[src/rtl/mul_pkg.sv]
// Shared definitions for the multiply-accumulate back end: FSM encoding and
// default widths.
package mul_pkg;

    localparam int MUL_ACC_W = 16;
    localparam int MUL_CNT_W = 8;

    typedef enum logic [1:0] {
        IDLE  = 2'd0,
        ACCUM = 2'd1,
        DONE  = 2'd2
    } mul_acc_state_t;

endpackage

[src/rtl/mul_acc_add.sv]
// Accumulator adder: ACC_W-bit sum plus an unsigned 8-bit product, with carry out.
// Define MUL_ACC_SATURATE_EN to clamp the result to all-ones on carry instead of wrapping.
module mul_acc_add
    import mul_pkg::*;
#(
    parameter int ACC_W = MUL_ACC_W
) (
    input  logic [ACC_W-1:0] acc,
    input  logic [7:0]       product,
    output logic [ACC_W-1:0] acc_next,
    output logic             carry
);

    logic [ACC_W:0] sum_s;

    // Widened sum; the top bit is the carry out of the accumulator width.
    always_comb begin
        sum_s = {1'b0, acc} + {{(ACC_W-7){1'b0}}, product};
        carry = sum_s[ACC_W];
    end

    // Next accumulator value: clamp on carry when saturating, otherwise wrap.
    always_comb begin
`ifdef MUL_ACC_SATURATE_EN
        if (sum_s[ACC_W]) begin
            acc_next = {ACC_W{1'b1}};
        end else begin
            acc_next = sum_s[ACC_W-1:0];
        end
`else
        acc_next = sum_s[ACC_W-1:0];
`endif
    end

endmodule

[src/rtl/mul_accumulator.sv]
// Sequential multiply-accumulate back end: sums `len` 8-bit products per run.
// Build option MUL_ACC_SATURATE_EN selects saturating instead of wrapping sums.
module mul_accumulator
    import mul_pkg::*;
#(
    parameter int ACC_W = MUL_ACC_W,
    parameter int CNT_W = MUL_CNT_W
) (
    input  logic             clk,
    input  logic             rst,
    input  logic             start,
    input  logic [CNT_W-1:0] len,
    input  logic             in_valid,
    output logic             in_ready,
    input  logic [7:0]       in_product,
    output logic             out_valid,
    input  logic             out_ready,
    output logic [ACC_W-1:0] out_acc,
    output logic             out_ovf,
    output logic             busy
);

    mul_acc_state_t   state_r;
    logic [ACC_W-1:0] acc_r;
    logic [CNT_W-1:0] cnt_r;
    logic             ovf_r;
    logic             in_ready_r;
    logic             out_valid_r;
    logic             busy_r;

    logic [ACC_W-1:0] acc_next_s;
    logic             carry_s;
    logic             beat_s;

    mul_acc_add #(
        .ACC_W (ACC_W)
    ) u_add (
        .acc      (acc_r),
        .product  (in_product),
        .acc_next (acc_next_s),
        .carry    (carry_s)
    );

    // A beat needs the registered ready, so ready never depends on in_valid.
    always_comb begin
        beat_s = in_valid & in_ready_r;
    end

    // Run-control FSM with its datapath registers and registered handshake flags.
    always_ff @(posedge clk) begin
        if (rst) begin
            state_r     <= IDLE;
            acc_r       <= {ACC_W{1'b0}};
            cnt_r       <= {CNT_W{1'b0}};
            ovf_r       <= 1'b0;
            in_ready_r  <= 1'b0;
            out_valid_r <= 1'b0;
            busy_r      <= 1'b0;
        end else begin
            case (state_r)
                IDLE: begin
                    if (start) begin
                        acc_r  <= {ACC_W{1'b0}};
                        ovf_r  <= 1'b0;
                        busy_r <= 1'b1;
                        if (len != {CNT_W{1'b0}}) begin
                            cnt_r      <= len;
                            in_ready_r <= 1'b1;
                            state_r    <= ACCUM;
                        end else begin
                            out_valid_r <= 1'b1;
                            state_r     <= DONE;
                        end
                    end else begin
                        state_r <= IDLE;
                    end
                end
                ACCUM: begin
                    if (beat_s) begin
                        acc_r <= acc_next_s;
                        ovf_r <= ovf_r | carry_s;
                        cnt_r <= cnt_r - CNT_W'(1);
                        // The beat taken at a count of one closes the run.
                        if (cnt_r == CNT_W'(1)) begin
                            in_ready_r  <= 1'b0;
                            out_valid_r <= 1'b1;
                            state_r     <= DONE;
                        end else begin
                            state_r <= ACCUM;
                        end
                    end else begin
                        state_r <= ACCUM;
                    end
                end
                DONE: begin
                    if (out_ready) begin
                        out_valid_r <= 1'b0;
                        busy_r      <= 1'b0;
                        state_r     <= IDLE;
                    end else begin
                        state_r <= DONE;
                    end
                end
                default: begin
                    in_ready_r  <= 1'b0;
                    out_valid_r <= 1'b0;
                    busy_r      <= 1'b0;
                    state_r     <= IDLE;
                end
            endcase
        end
    end

    assign in_ready  = in_ready_r;
    assign out_valid = out_valid_r;
    assign out_acc   = acc_r;
    assign out_ovf   = ovf_r;
    assign busy      = busy_r;

endmodule
[config.mk]
export PLATFORM = sky130hd
export DESIGN_NAME = mul_accumulator
export DESIGN_NICKNAME = d
export VERILOG_FILES = /design/src/rtl/mul_pkg.sv /design/src/rtl/mul_acc_add.sv /design/src/rtl/mul_accumulator.sv
export SDC_FILE = /design/constraint.sdc
export NUM_CORES = 1
export LEC_CHECK = 0
export ABC_AREA = 0
export ABC_CLOCK_PERIOD_IN_PS = 3100
export BUFFER_PORTS_ARGS = -buffer_cell sky130_fd_sc_hd__clkbuf_2
export CAP_MARGIN = 30
export CORE_MARGIN = 2
export CORE_UTILIZATION = 35
export CTS_CLUSTER_DIAMETER = 200
export CTS_CLUSTER_SIZE = 10
export DETAILED_ROUTE_END_ITERATION = 7
export HOLD_SLACK_MARGIN = 0.05
export PLACE_DENSITY_LB_ADDON = 0.12
export SKIP_LAST_GASP = 1
export SLEW_MARGIN = 20
export SYNTH_ARGS = -nofsm -noshare
export SYNTH_HDL_FRONTEND = slang
export SYNTH_SLANG_ARGS = --single-unit
[constraint.sdc]
create_clock -name clk -period 3.1 [get_ports clk]
set_clock_uncertainty 0.2 [all_clocks]
set_input_delay 0.31 -clock clk [delete_from_list [all_inputs] [get_ports clk]]
set_output_delay 0.31 -clock clk [all_outputs]
set_load 0.05 [all_outputs]
# == After elaboration in Yosys (flattened, before gate mapping) ==
# Cells that the tools add are included.
# totals
inputBits,21
out_inout_bits,20
reg_bits,30
elab_cells,59
# classes
mux,29
reduce_logical,8
bitwise_logic,4
n_eq_ne,9
add_sub_neg,2
# op_table
op,n
16-bit two-way mux,2
16-bit one-hot mux with 2 select lines,1
8-bit two-way mux,3
16-bit by 8-bit adder with 17-bit output,1
8-bit one-hot mux with 2 select lines,1
1-bit two-way mux,12
2-bit != test (second input constant),6
2-bit two-way mux,5
5-bit AND reduction,2
1-bit one-hot mux with 3 select lines,3
8-bit by 1-bit == test with 1-bit output (second input constant),1
8-bit nonzero test,1
8-bit by 1-bit subtractor with 8-bit output (second input constant),1
2-bit one-hot mux with 3 select lines,1
3-bit AND reduction,2
4-bit AND reduction,1
2-bit by 1-bit == test with 1-bit output (second input constant),1
2-bit == test (second input constant),1
2-bit zero test,1
1-bit inverter,2
1-bit one-hot mux with 2 select lines,1
2-bit nonzero test,1
1-bit AND,1
1-bit OR,1

# == Longest topological paths before layout ==
# Gate-level depths: netlist of run 1.
# depth
word_depth,4
depth_mapped,8
ltp_nobuf,7

# == Cells and area by module ==
# From an unflattened synthesis of run 1, not the netlist that was laid out.
# hier_totals
hier_cells,245
area_unflattened_um2,1970.6
# by_module_without_submodules
mod,area_each_um2,n_inst,seq_area_each_um2,cells_each
mul_accumulator,1376.3,1,600.6,161
mul_acc_add,594.3,1,0.0,84

# == Least setup slack after synthesis of run 1 ==
# Ideal clock, no wire load.
# synth_timing
path_kind,reg2reg
start,"reg acc_r[0], in the netlist out_acc[0]"
end,"reg acc_r[14], in the netlist out_acc[14]"
arrival_time_ns,2.339
setup_time_ns,0.072
stages_incl_launch_ff,8
required_time_ns,2.828
period_less_slack_ns,2.610
slack_ns,0.490
path_buffers,0
path_cell_list,dfxtp_1 -> ha_1 -> fa_1 -> a21o_1 -> a221oi_1 -> o21ai_1 -> a41o_1 -> a21oi_1
# synth_between
elab_chain_cells,3
# synth_lines
element,line_no,text
"start, declared",mul_accumulator.sv:24,logic [ACC_W-1:0] acc_r;
"start signal, assigned",mul_accumulator.sv:53,acc_r <= {ACC_W{1'b0}};
"start signal, assigned",mul_accumulator.sv:63,acc_r <= {ACC_W{1'b0}};
"start signal, assigned",mul_accumulator.sv:80,acc_r <= acc_next_s;
16-bit by 8-bit adder with 17-bit output,mul_acc_add.sv:18,"sum_s = {1'b0, acc} + {{(ACC_W-7){1'b0}}, product};"
16-bit two-way mux,mul_accumulator.sv:79,if (beat_s) begin
16-bit one-hot mux with 2 select lines,mul_accumulator.sv:60,case (state_r)
# No other way between the ends. The select of a mux whose other input is x is not followed.
# A chain may end at the register's enable or synchronous reset.

# == Worst setup path after layout of run 1 ==
# Same ends and word-level chain as after synthesis.

==> metrics.cfg, run 1 <==
[timing]
worst_slew_pin_slew_ns = 0.6349
fmax_mhz = 406.3
rsz0062_at_grt = false
max_slew_margin_pct = 57.67
period_minus_slack_ns = 2.461
hold_ws_ns = 0.08892
tns_ns = 0
hold_violations = 0
fin_crit_sh_pct = 79.40
setup_viol = 0
maxSlewViolCount = 0

[logic_synthesis]
synth_fp_nets = 263
yosysWarnings = 0
synth.distinct_cells = 52
syn_avg_cell_area_sq_um = 7.989
ys_seq_area_share_pct = 32.54
ys_ff_latch = 30
async_flop_share_pct = 0
netlist_area_sq_um = 1846
synth_edf_count = 0
synth_top_flop_cell = dfxtp_1
synthCells = 231

[setup_path]
cp.arrival_ns = 2.47
crit_fanout = 7
endpoint_kind = flip-flop
critPathLaunchType = flip-flop
critPathRequiredTime_ns = 3.11
critPathKind = flip-flop to flip-flop

[clocking]
cts_root_buf = clkbuf_8
cts_setup_buffers = 0
postCtsHoldBufs = 0
cts-buffers-inserted = 5
clk_pin_slew_ns = 0.06
cts_sinks = 30
cts-resized-gates = 0
clock_latency_ns = 0.28
cts_tree = built
clock_path_buffers = 2
htree_num_levels = 2

[cells_and_area]
final_common_cell = clkbuf_2
stdcell_area_sq_um = 2201
drive_above_1_share_pct = 19.85
area_delta_synth_final_pct = 19.25
post-route-util_pct = 43.09
fin_nets = 304
antenna_cells = 0
fillers = 545
final_cell_mix = 40 x clkbuf_2, 30 x dfxtp_1, 27 x a21oi_1

[grt]
grt.total_usage_pct = 17.28
grt_pass1_wl_microns = 8217
antenna_found_initial = 0
grt_pass1_vias = 1716
grt_max_degree = 23
grt-ovfl-total = 0

[drt]
post-route-drc-count = 0
dr.first_iter.drc_count = 76
vias = 1841
wl_per_cell_microns = 13.91
wl_microns = 4756
dr.pass1.iters = 4
ant_nets = 0
vias_per_cell = 5.383

[floorplan]
num_io_pins = 41
die_w_microns = 76.62
fp.dieH_microns = 76.62
initial_core_util_pct = 36.13
core_sq_um = 5107
dieArea_sq_um = 5870
row_count = 26

[run_status]
outcome = completed

[power_and_ir_drop]
p_leak_nw = 0.9189
cellPowerDensity_nw_per_um2 = 412.3
ir_drop_uv = 154.4
power_w = 0.0009074

[placement]
dp.final_hpwl_microns = 3536
portBuffers = 40
place_area_sq_um = 2125
routabilityCongestion = 0.7529

[run]
drv_cap = 0

[hold_path]
hp-class = input pin to flip-flop

## routing by layer
layer | share of wire (%) | wire (microns) | vias up | track usage [%]
li1 | - | - | 957 | -
met1 | 50 | 2392 | 848 | 23.65
met5 | 0 | 0 | - | 0
met3 | 3.1 | 149 | 7 | 3.318
met2 | 45 | 2139 | 29 | 26.90
met4 | 1.6 | 74 | 0 | 6.545
## final timing paths
path / startpoint / endpoint / slack, ns / cells after the start
setup / recovery: out_acc[0] / out_acc[14] / 0.64 / 7
hold reg to reg: out_ovf / out_ovf / 0.27 / 2
setup reg to reg: out_acc[0] / out_acc[14] / 0.64 / 7
hold / removal: len[3] / cnt_r[3] / 0.09 / 3
## area by class of cell
cell class,instances,area [sq um],area share [%]
inverters,9,33.78,1.535
multi-input cells,182,1172,53.27
clock buffers,7,76.32,3.468
well taps,70,87.58,3.980
flip-flops and latches,30,600.6,27.29
repair buffers,44,230.2,10.46
## report_power, final
part | total (W) | leakage [nW] | switching, W | internal, W
registers | 0.000421 | 0.244 | 0.0000191 | 0.000402
logic | 0.000189 | 0.637 | 0.000117 | 0.0000713
clock network | 0.000298 | 0.0383 | 0.000144 | 0.000154
## cell usage after synthesis (2+ instances only)
| cell type | number | share of area [%] |
|---|---|---|
| o211ai_1 | 2 | 0.81 |
| o31ai_1 | 3 | 1.2 |
| inv_1 | 9 | 1.8 |
| a21o_1 | 5 | 2.0 |
| nor2b_1 | 2 | 0.68 |
| a211oi_1 | 7 | 2.8 |
| o21bai_1 | 2 | 0.81 |
| nand2_1 | 21 | 4.3 |
| nand3_1 | 4 | 1.1 |
| o41ai_1 | 2 | 0.95 |
| o21ai_0 | 7 | 1.9 |
| clkbuf_1 | 8 | 1.6 |
| nor3_1 | 7 | 1.9 |
| or4_4 | 2 | 1.2 |
| dfxtp_1 | 30 | 33 |
| o21ai_1 | 8 | 2.2 |
| a31oi_1 | 2 | 0.68 |
| a22oi_1 | 4 | 1.6 |
| a2bb2oi_1 | 2 | 0.95 |
| ha_1 | 10 | 6.8 |
| xnor2_1 | 3 | 1.4 |
| nand4_1 | 3 | 1.0 |
| a21oi_1 | 27 | 7.3 |
| nor4_1 | 3 | 1.0 |
| or4_1 | 5 | 2.0 |
| or3_1 | 3 | 1.0 |
| nand4b_1 | 3 | 1.4 |
| nor2_1 | 22 | 4.5 |
| a221oi_1 | 2 | 0.95 |
## registers in the layout, summed over array words and instances, names as in the netlist
name	flops
in_ready	1
busy	1
out_acc	16
cnt_r	8
state_r	2
out_valid	1
out_ovf	1
## cell families (layout without fill, tap and decap cells)
kind of cell,after synthesis,after routing,synth area share [%]
simple gates,83,83,23.59
xor+xnor,4,4,1.899
buf+inv,19,60,3.932
fa+ha+maj,11,11,7.864
mux,1,1,0.5424
compound gates,83,83,29.63
flops,30,30,32.54
## through the flow
stage | std cells | worst slack (ns)
2_1_floorplan | 231 | 0.4897
3_3_place_gp | 335 | 0.6065
3_5_place_dp | 335 | 0.5625
4_1_cts | 342 | 0.6367
5_1_grt | 342 | 0.3528
6_report | 342 | 0.6386
## worst max-delay path: stages, from the launching register on
cell and delay (ns):
dfxtp_1 0.32, ha_1 0.22, fa_1 0.43, a21o_1 0.22, a221oi_1 0.35, o21ai_1 0.25
a41o_1 0.28, a21oi_1 0.11
Power figures use the tool's default switching activity.
==> inputs of run 2 (changes only) <==
--- a/config.mk
+++ b/config.mk
@@ -6,7 +6,7 @@
 export NUM_CORES = 1
 export LEC_CHECK = 0
 export ABC_AREA = 0
-export ABC_CLOCK_PERIOD_IN_PS = 3100
+export ABC_CLOCK_PERIOD_IN_PS = 2100
 export BUFFER_PORTS_ARGS = -buffer_cell sky130_fd_sc_hd__clkbuf_2
 export CAP_MARGIN = 30
 export CORE_MARGIN = 2
==> constraint.sdc (replaced) <==
create_clock -name clk -period 2.1 [get_ports clk]
set_clock_uncertainty 0.2 [all_clocks]
set_input_delay 0.21 -clock clk [delete_from_list [all_inputs] [get_ports clk]]
set_output_delay 0.21 -clock clk [all_outputs]
set_load 0.05 [all_outputs]
==> metrics.cfg, run 2 (synthesis gave the netlist of run 1 again) <==
[run_status]
outcome = finished, violations left
violations = negative setup slack

[setup_path]
cp_cell_sequence = ha_4, fa_2, a21o_1, a221oi_2, o21ai_2, a41o_1, a21oi_1
worst_path_max_delay_cell = dfxtp_4
cp.buffers_inverters = 0  ; unchanged
endpoint_kind = flip-flop
crit_family = compound AO/OA/AOI/OAI gates
cp.arrival_ns = 2.13  ; -0.34 ns
critPathRequiredTime_ns = 2.11  ; -1.00 ns
crit_fanout = 7  ; unchanged
critPathLaunchType = flip-flop
critPathKind = flip-flop to flip-flop
max_stage_delay_ns = 0.35  ; -0.08 ns

[cells_and_area]
final_cell_mix = 40 x clkbuf_2, 38 x buf_4, 26 x a21oi_1
stdcell_area_sq_um = 2613  ; +19%
antenna_cells = 0  ; unchanged
drive_above_1_share_pct = 37.22  ; +17 points
largest_reg_flops = 16  ; unchanged
fillers = 508  ; -6.8%
final_common_cell = clkbuf_2
fin_cells = 379  ; +11%
area_delta_synth_final_pct = 41.56
fin_nets = 340  ; +12%

[grt]
grt_max_degree = 22  ; -4.3%
grt_pass1_wl_microns = 8611  ; +4.8%
grt_pass1_vias = 1870  ; +9.0%
grt-ovfl-total = 0  ; unchanged
antenna_found_initial = 0  ; unchanged
grt.total_usage_pct = 18.08  ; +0.79 points

[power_and_ir_drop]
power_w = 0.001457  ; +61%
ir_drop_uv = 432.2  ; +180%
cellPowerDensity_nw_per_um2 = 557.8  ; +35%
p_leak_nw = 1.120  ; +22%

[floorplan]
num_io_pins = 41  ; unchanged
core_sq_um = 5107  ; unchanged
initial_core_util_pct = 36.13  ; unchanged
fp.dieH_microns = 76.62  ; unchanged
row_count = 26  ; unchanged
die_w_microns = 76.62  ; unchanged
dieArea_sq_um = 5870  ; unchanged

[clocking]
clk_pin_slew_ns = 0.07  ; about the same
clock_latency_ns = 0.28  ; about the same
cts-buffers-inserted = 5  ; unchanged
htree_num_levels = 2  ; unchanged
cts_root_buf = clkbuf_8
clock_path_buffers = 2  ; unchanged
cts_tree = built
cts_sinks = 30  ; unchanged

[timing]
fin_ws_ns = -0.01564  ; -0.6542 ns
period_minus_slack_ns = 2.116  ; -0.3458 ns
fmax_mhz = 472.7  ; +16%
hold_ws_ns = 0.09053  ; +0.001603 ns
hold_violations = 0  ; unchanged
fin_crit_sh_pct = 100.7  ; +21 points
setup_viol = 2  ; +2
maxSlewViolCount = 0  ; unchanged
rsz0062_at_grt = true
max_slew_margin_pct = 59.84  ; +2.2 points
tns_ns = -0.02558  ; -0.02558 ns
worst_slew_pin_slew_ns = 0.6024  ; -0.03250 ns

[drt]
dr.pass1.iters = 4  ; unchanged
vias_per_cell = 5.248  ; -2.5%
wl_microns = 5030  ; +5.8%
post-route-drc-count = 0  ; unchanged
wl_per_cell_microns = 13.27  ; -4.6%
dr.first_iter.drc_count = 64  ; -16%
vias = 1989  ; +8.0%
ant_nets = 0  ; unchanged

[placement]
place_area_sq_um = 2425  ; +14%
placed_cells = 367  ; +9.6%
dp.final_hpwl_microns = 3805  ; +7.6%
portBuffers = 40  ; unchanged
routabilityCongestion = 0.8189  ; +8.8%

[run]
drv_cap = 0  ; unchanged

[hold_path]
hp-class = input pin to flip-flop

run 2: worst register-to-register path: stages (launching register included):
cell      delay [ns]
dfxtp_4         0.35
ha_4            0.15
fa_2            0.34
a21o_1          0.19
a221oi_2        0.31
o21ai_2         0.15
a41o_1          0.25
a21oi_1         0.11
run 2: timing repair:
item	4_1_cts	5_1_grt
pin swaps	2	3
setup endpoints to repair	5	12
hold endpoints to repair	2	0
setup buffers	2	0
hold buffers	2	0
gates resized for setup	4	4
gates cloned	0	0
run 2: report_power, final:
part	switching, W	internal [W]
sequential	0.0000220	0.000592
combinational	0.000195	0.000160
clock	0.000225	0.000264
run 2: final cells by class:
type | count | area (sq um) | area share, %
clock inverter | 1 | 5.005 | 0.1916
multi-input combinational | 182 | 1271 | 48.66
inverter | 9 | 33.78 | 1.293
timing repair buffer | 80 | 505.5 | 19.35
clock buffer | 7 | 86.33 | 3.305
tap | 70 | 87.58 | 3.352
sequential | 30 | 623.1 | 23.85
run 2: per-stage QoR:
stage                     util [%]  setup WS [ns]
after global placement       47.48       -0.03883
after CTS                    50.78       -0.01492
after floorplan                  -       -0.05599
after global routing         51.15        -0.1208
after detailed placement     47.48       -0.08517
final                        51.15       -0.01564
run 2: worst paths after layout:
kind | startpoint | end | slack [ns] | cells after the start
max | out_acc[0] | out_acc[14] | -0.02 | 7
min | len[6] | cnt_r[6] | 0.09 | 5
max reg2reg | out_acc[0] | out_acc[14] | -0.02 | 7
min reg2reg | out_ovf | out_ovf | 0.28 | 2
run 2: routing by layer:
| layer | global-route usage [%] | up-vias | wire length (microns) |
|---|---|---|---|
| met5 | 0 | - | 0 |
| met4 | 6.545 | 0 | 82 |
| met3 | 4.028 | 8 | 155 |
| met2 | 30.18 | 37 | 2410 |
| met1 | 22.84 | 907 | 2381 |
| li1 | - | 1037 | - |
==> inputs of run 3 (changes only) <==
--- a/config.mk
+++ b/config.mk
@@ -5,7 +5,7 @@
 export SDC_FILE = /design/constraint.sdc
 export NUM_CORES = 1
 export LEC_CHECK = 0
-export ABC_AREA = 0
+export ABC_AREA = 1
 export ABC_CLOCK_PERIOD_IN_PS = 2100
 export BUFFER_PORTS_ARGS = -buffer_cell sky130_fd_sc_hd__clkbuf_2
 export CAP_MARGIN = 30
==> metrics.cfg, run 3 <==
[clocking]
cts_tree = built
clock_latency_ns = 0.29  ; about the same
cts_root_buf = clkbuf_8
cts_sinks = 30  ; unchanged
clk_pin_slew_ns = 0.07  ; about the same
cts-buffers-inserted = 5  ; unchanged
cts_setup_buffers = 0  ; -2
htree_num_levels = 2  ; unchanged
clock_path_buffers = 2  ; unchanged

[timing]
fin_crit_sh_pct = 92.43  ; -8.3 points
tns_ns = 0  ; +0.02558 ns
fmax_mhz = 515.2  ; +9.0%
period_minus_slack_ns = 1.941  ; -0.1745 ns
max_slew_margin_pct = 71.19  ; +11 points
worst_slew_pin_slew_ns = 0.4322  ; -0.1703 ns
rsz0062_at_grt = false
hold_violations = 0  ; unchanged
setup_viol = 0  ; -2
maxSlewViolCount = 0  ; unchanged

[setup_path]
reg2reg_to = out_acc[12]
critPathRequiredTime_ns = 2.09  ; -0.02 ns
r2r_slack_ns = 0.16  ; +0.17 ns
endpoint_kind = flip-flop
cp_cell_sequence = ha_1, fa_1, nand2_1, nand3_1, nand3_1, nand3_2, nand3_2, nand2_1, nand2_1, nor2_1
worst_path_max_delay_cell = fa_1
crit_family = simple AND/OR/NAND/NOR gates
path_common_cell = nand2_1
cp.arrival_ns = 1.93  ; -0.20 ns
max_stage_delay_ns = 0.39  ; +0.04 ns
cp.buffers_inverters = 0  ; unchanged
critPathKind = flip-flop to flip-flop
critPathLaunchType = flip-flop
reg2regPathDepth = 10  ; +3
regToRegStartpoint = out_acc[0]
crit_fanout = 4  ; -3

[drt]
wl_per_cell_microns = 12.34  ; -7.0%
ant_nets = 0  ; unchanged
post-route-drc-count = 0  ; unchanged
vias = 2148  ; +8.0%
wl_microns = 5293  ; +5.2%
dr.pass1.iters = 4  ; unchanged
dr.first_iter.drc_count = 74  ; +16%
vias_per_cell = 5.007  ; -4.6%

[run]
drv_cap = 0  ; unchanged

[grt]
grt_pass1_wl_microns = 8873  ; +3.0%
grt_pass1_vias = 1957  ; +4.7%
antenna_found_initial = 0  ; unchanged
grt-ovfl-total = 0  ; unchanged
grt.total_usage_pct = 17.90  ; -0.17 points
grt_max_degree = 16  ; -27%

[cells_and_area]
fillers = 621  ; +22%
fin_nets = 389  ; +14%
post-route-util_pct = 43.61  ; -7.5 points
drive_above_1_share_pct = 18.21  ; -19 points
register_area_sq_um = 601.8  ; -3.4%
final_common_cell = nand2_1
antenna_cells = 0  ; unchanged
largest_reg_flops = 16  ; unchanged
area_delta_synth_final_pct = 19.94
multiInputGateArea_sq_um = 1290  ; +1.5%
fin_cells = 429  ; +13%
final_cell_mix = 84 x nand2_1, 40 x clkbuf_2, 39 x nor2_1

[logic_synthesis]
ys_ff_latch = 30  ; unchanged
synth_top_area_cell = dfxtp_1
synthCells = 308  ; +33%
synth_fp_nets = 340  ; +29%
synth.most_common_cell = nand2_1
async_flop_share_pct = 0  ; unchanged
synth_edf_count = 0  ; unchanged
synth.distinct_cells = 30  ; -42%
yosysWarnings = 0  ; unchanged
ys_seq_area_share_pct = 29.81  ; -2.7 points
netlist_area_sq_um = 2014  ; +9.2%
synth_top_area_share_pct = 29.81  ; -2.7 points
synth_top_flop_cell = dfxtp_1
synth_common_cells = 84 x nand2_1, 39 x nor2_1, 36 x a21oi_1, 30 x dfxtp_1, 30 x nand3_1
synthTopCellsByArea = dfxtp_1 30%, nand2_1 16%, a21oi_1 8.9%
syn_avg_cell_area_sq_um = 6.540  ; -18%

[floorplan]
core_sq_um = 5540  ; +8.5%
die_w_microns = 79.87  ; +4.2%
fp.dieH_microns = 79.87  ; +4.2%
num_io_pins = 41  ; unchanged
row_count = 27  ; +3.8%
initial_core_util_pct = 36.36  ; +0.23 points
dieArea_sq_um = 6378  ; +8.7%

[placement]
routabilityCongestion = 0.9097  ; +11%
portBuffers = 40  ; unchanged
placed_cells = 419  ; +14%
dp.final_hpwl_microns = 4073  ; +7.0%

[power_and_ir_drop]
cellPowerDensity_nw_per_um2 = 593.2  ; +6.3%
ir_drop_uv = 307.3  ; -29%
p_leak_nw = 1.119  ; about the same

[run_status]
outcome = completed

[hold_path]
hp-class = input pin to flip-flop
hold-path-endpoint = cnt_r[5]
hp-start = len[5]
hold_path_depth = 3  ; -2

-- run 3: changes by cell type in the layout (fill, tap and decap cells not counted), sizes merged, moves of 11 or more --
cell / previous run / this run
nor2: 22 / 43
buf: 38 / 3
inv: 9 / 28
nand3: 4 / 32
a21oi: 27 / 38
nand2: 21 / 86
-- run 3: final cells by class --
type                       count  share of cell area [%]
inverter                      28                   4.350
multi-input combinational    246                   53.39
clock buffer                   7                   3.159
tap                           72                   3.729
sequential                    30                   24.91
timing repair buffer          46                   10.46
-- run 3: kinds of logic (layout without fill, tap and decap cells) --
group	after synthesis	count (layout)	synth area share (%)
and+or+nand+nor	175	175	39.25
AOI/OAI and AO/OA	57	57	15.96
buffers and inverters	32	81	6.397
DFF	30	30	29.81
adders and majority gates	11	11	7.205
xor gates and xnor gates	2	2	0.8697
muxes	1	1	0.4969
-- run 3: routing by layer --
| metal | vias up | global-route usage (%) | wire, microns |
|---|---|---|---|
| li1 | 1120 | - | - |
| met5 | - | 0 | 0 |
| met4 | 0 | 6.102 | 87 |
| met2 | 54 | 30.00 | 2441 |
| met3 | 9 | 3.846 | 257 |
| met1 | 965 | 22.71 | 2506 |
-- run 3: repair_timing --
item / CTS / global route
resized for setup: 0 / 1
hold endpoints to repair: 4 / 0
endpoints found under the setup margin: 0 / 2
hold buffers: 3 / 0
-- run 3: worst reg2reg max path, cell delays in order (launching register included) --
cell     delay, ns
dfxtp_2       0.33
ha_1          0.22
fa_1          0.39
nand2_1       0.08
nand3_1       0.10
nand3_1       0.15
nand3_2       0.13
nand3_2       0.12
nand2_1       0.05
nand2_1       0.05
nor2_1        0.04
-- run 3: through the flow --
stage	area (sq um)	setup WS, ns	hold slack, ns	total power [W]
after floorplan	2016	0.01763	0.07907	0.0008946
after global placement	2305	0.1427	0.2444	0.0009898
after detailed placement	2305	0.1191	0.2496	0.0009902
after CTS	2411	0.1164	0.06413	0.001450
after global routing	2416	0.01283	0.1091	0.001516
final	2416	0.1589	0.06417	0.001433
-- run 3: power by group --
part	switching (W)	total [W]	internal [W]
clock	0.000222	0.000450	0.000228
sequential	0.0000239	0.000622	0.000598
combinational	0.000239	0.000361	0.000123
-- run 3: worst max-delay path by stage --
| stage | slack, ns | cells after the start | start | to |
|---|---|---|---|---|
| 2_1_floorplan | 0.02 | 6 | out_acc[7] | out_acc[14] |
| 3_3_place_gp | 0.14 | 11 | in_product[0] | out_acc[12] |
| 3_5_place_dp | 0.12 | 10 | out_acc[0] | out_acc[12] |
| 4_1_cts | 0.12 | 10 | out_acc[0] | out_acc[12] |
| 5_1_grt | 0.01 | 10 | out_acc[0] | out_acc[12] |
| 6_report | 0.16 | 10 | out_acc[0] | out_acc[12] |
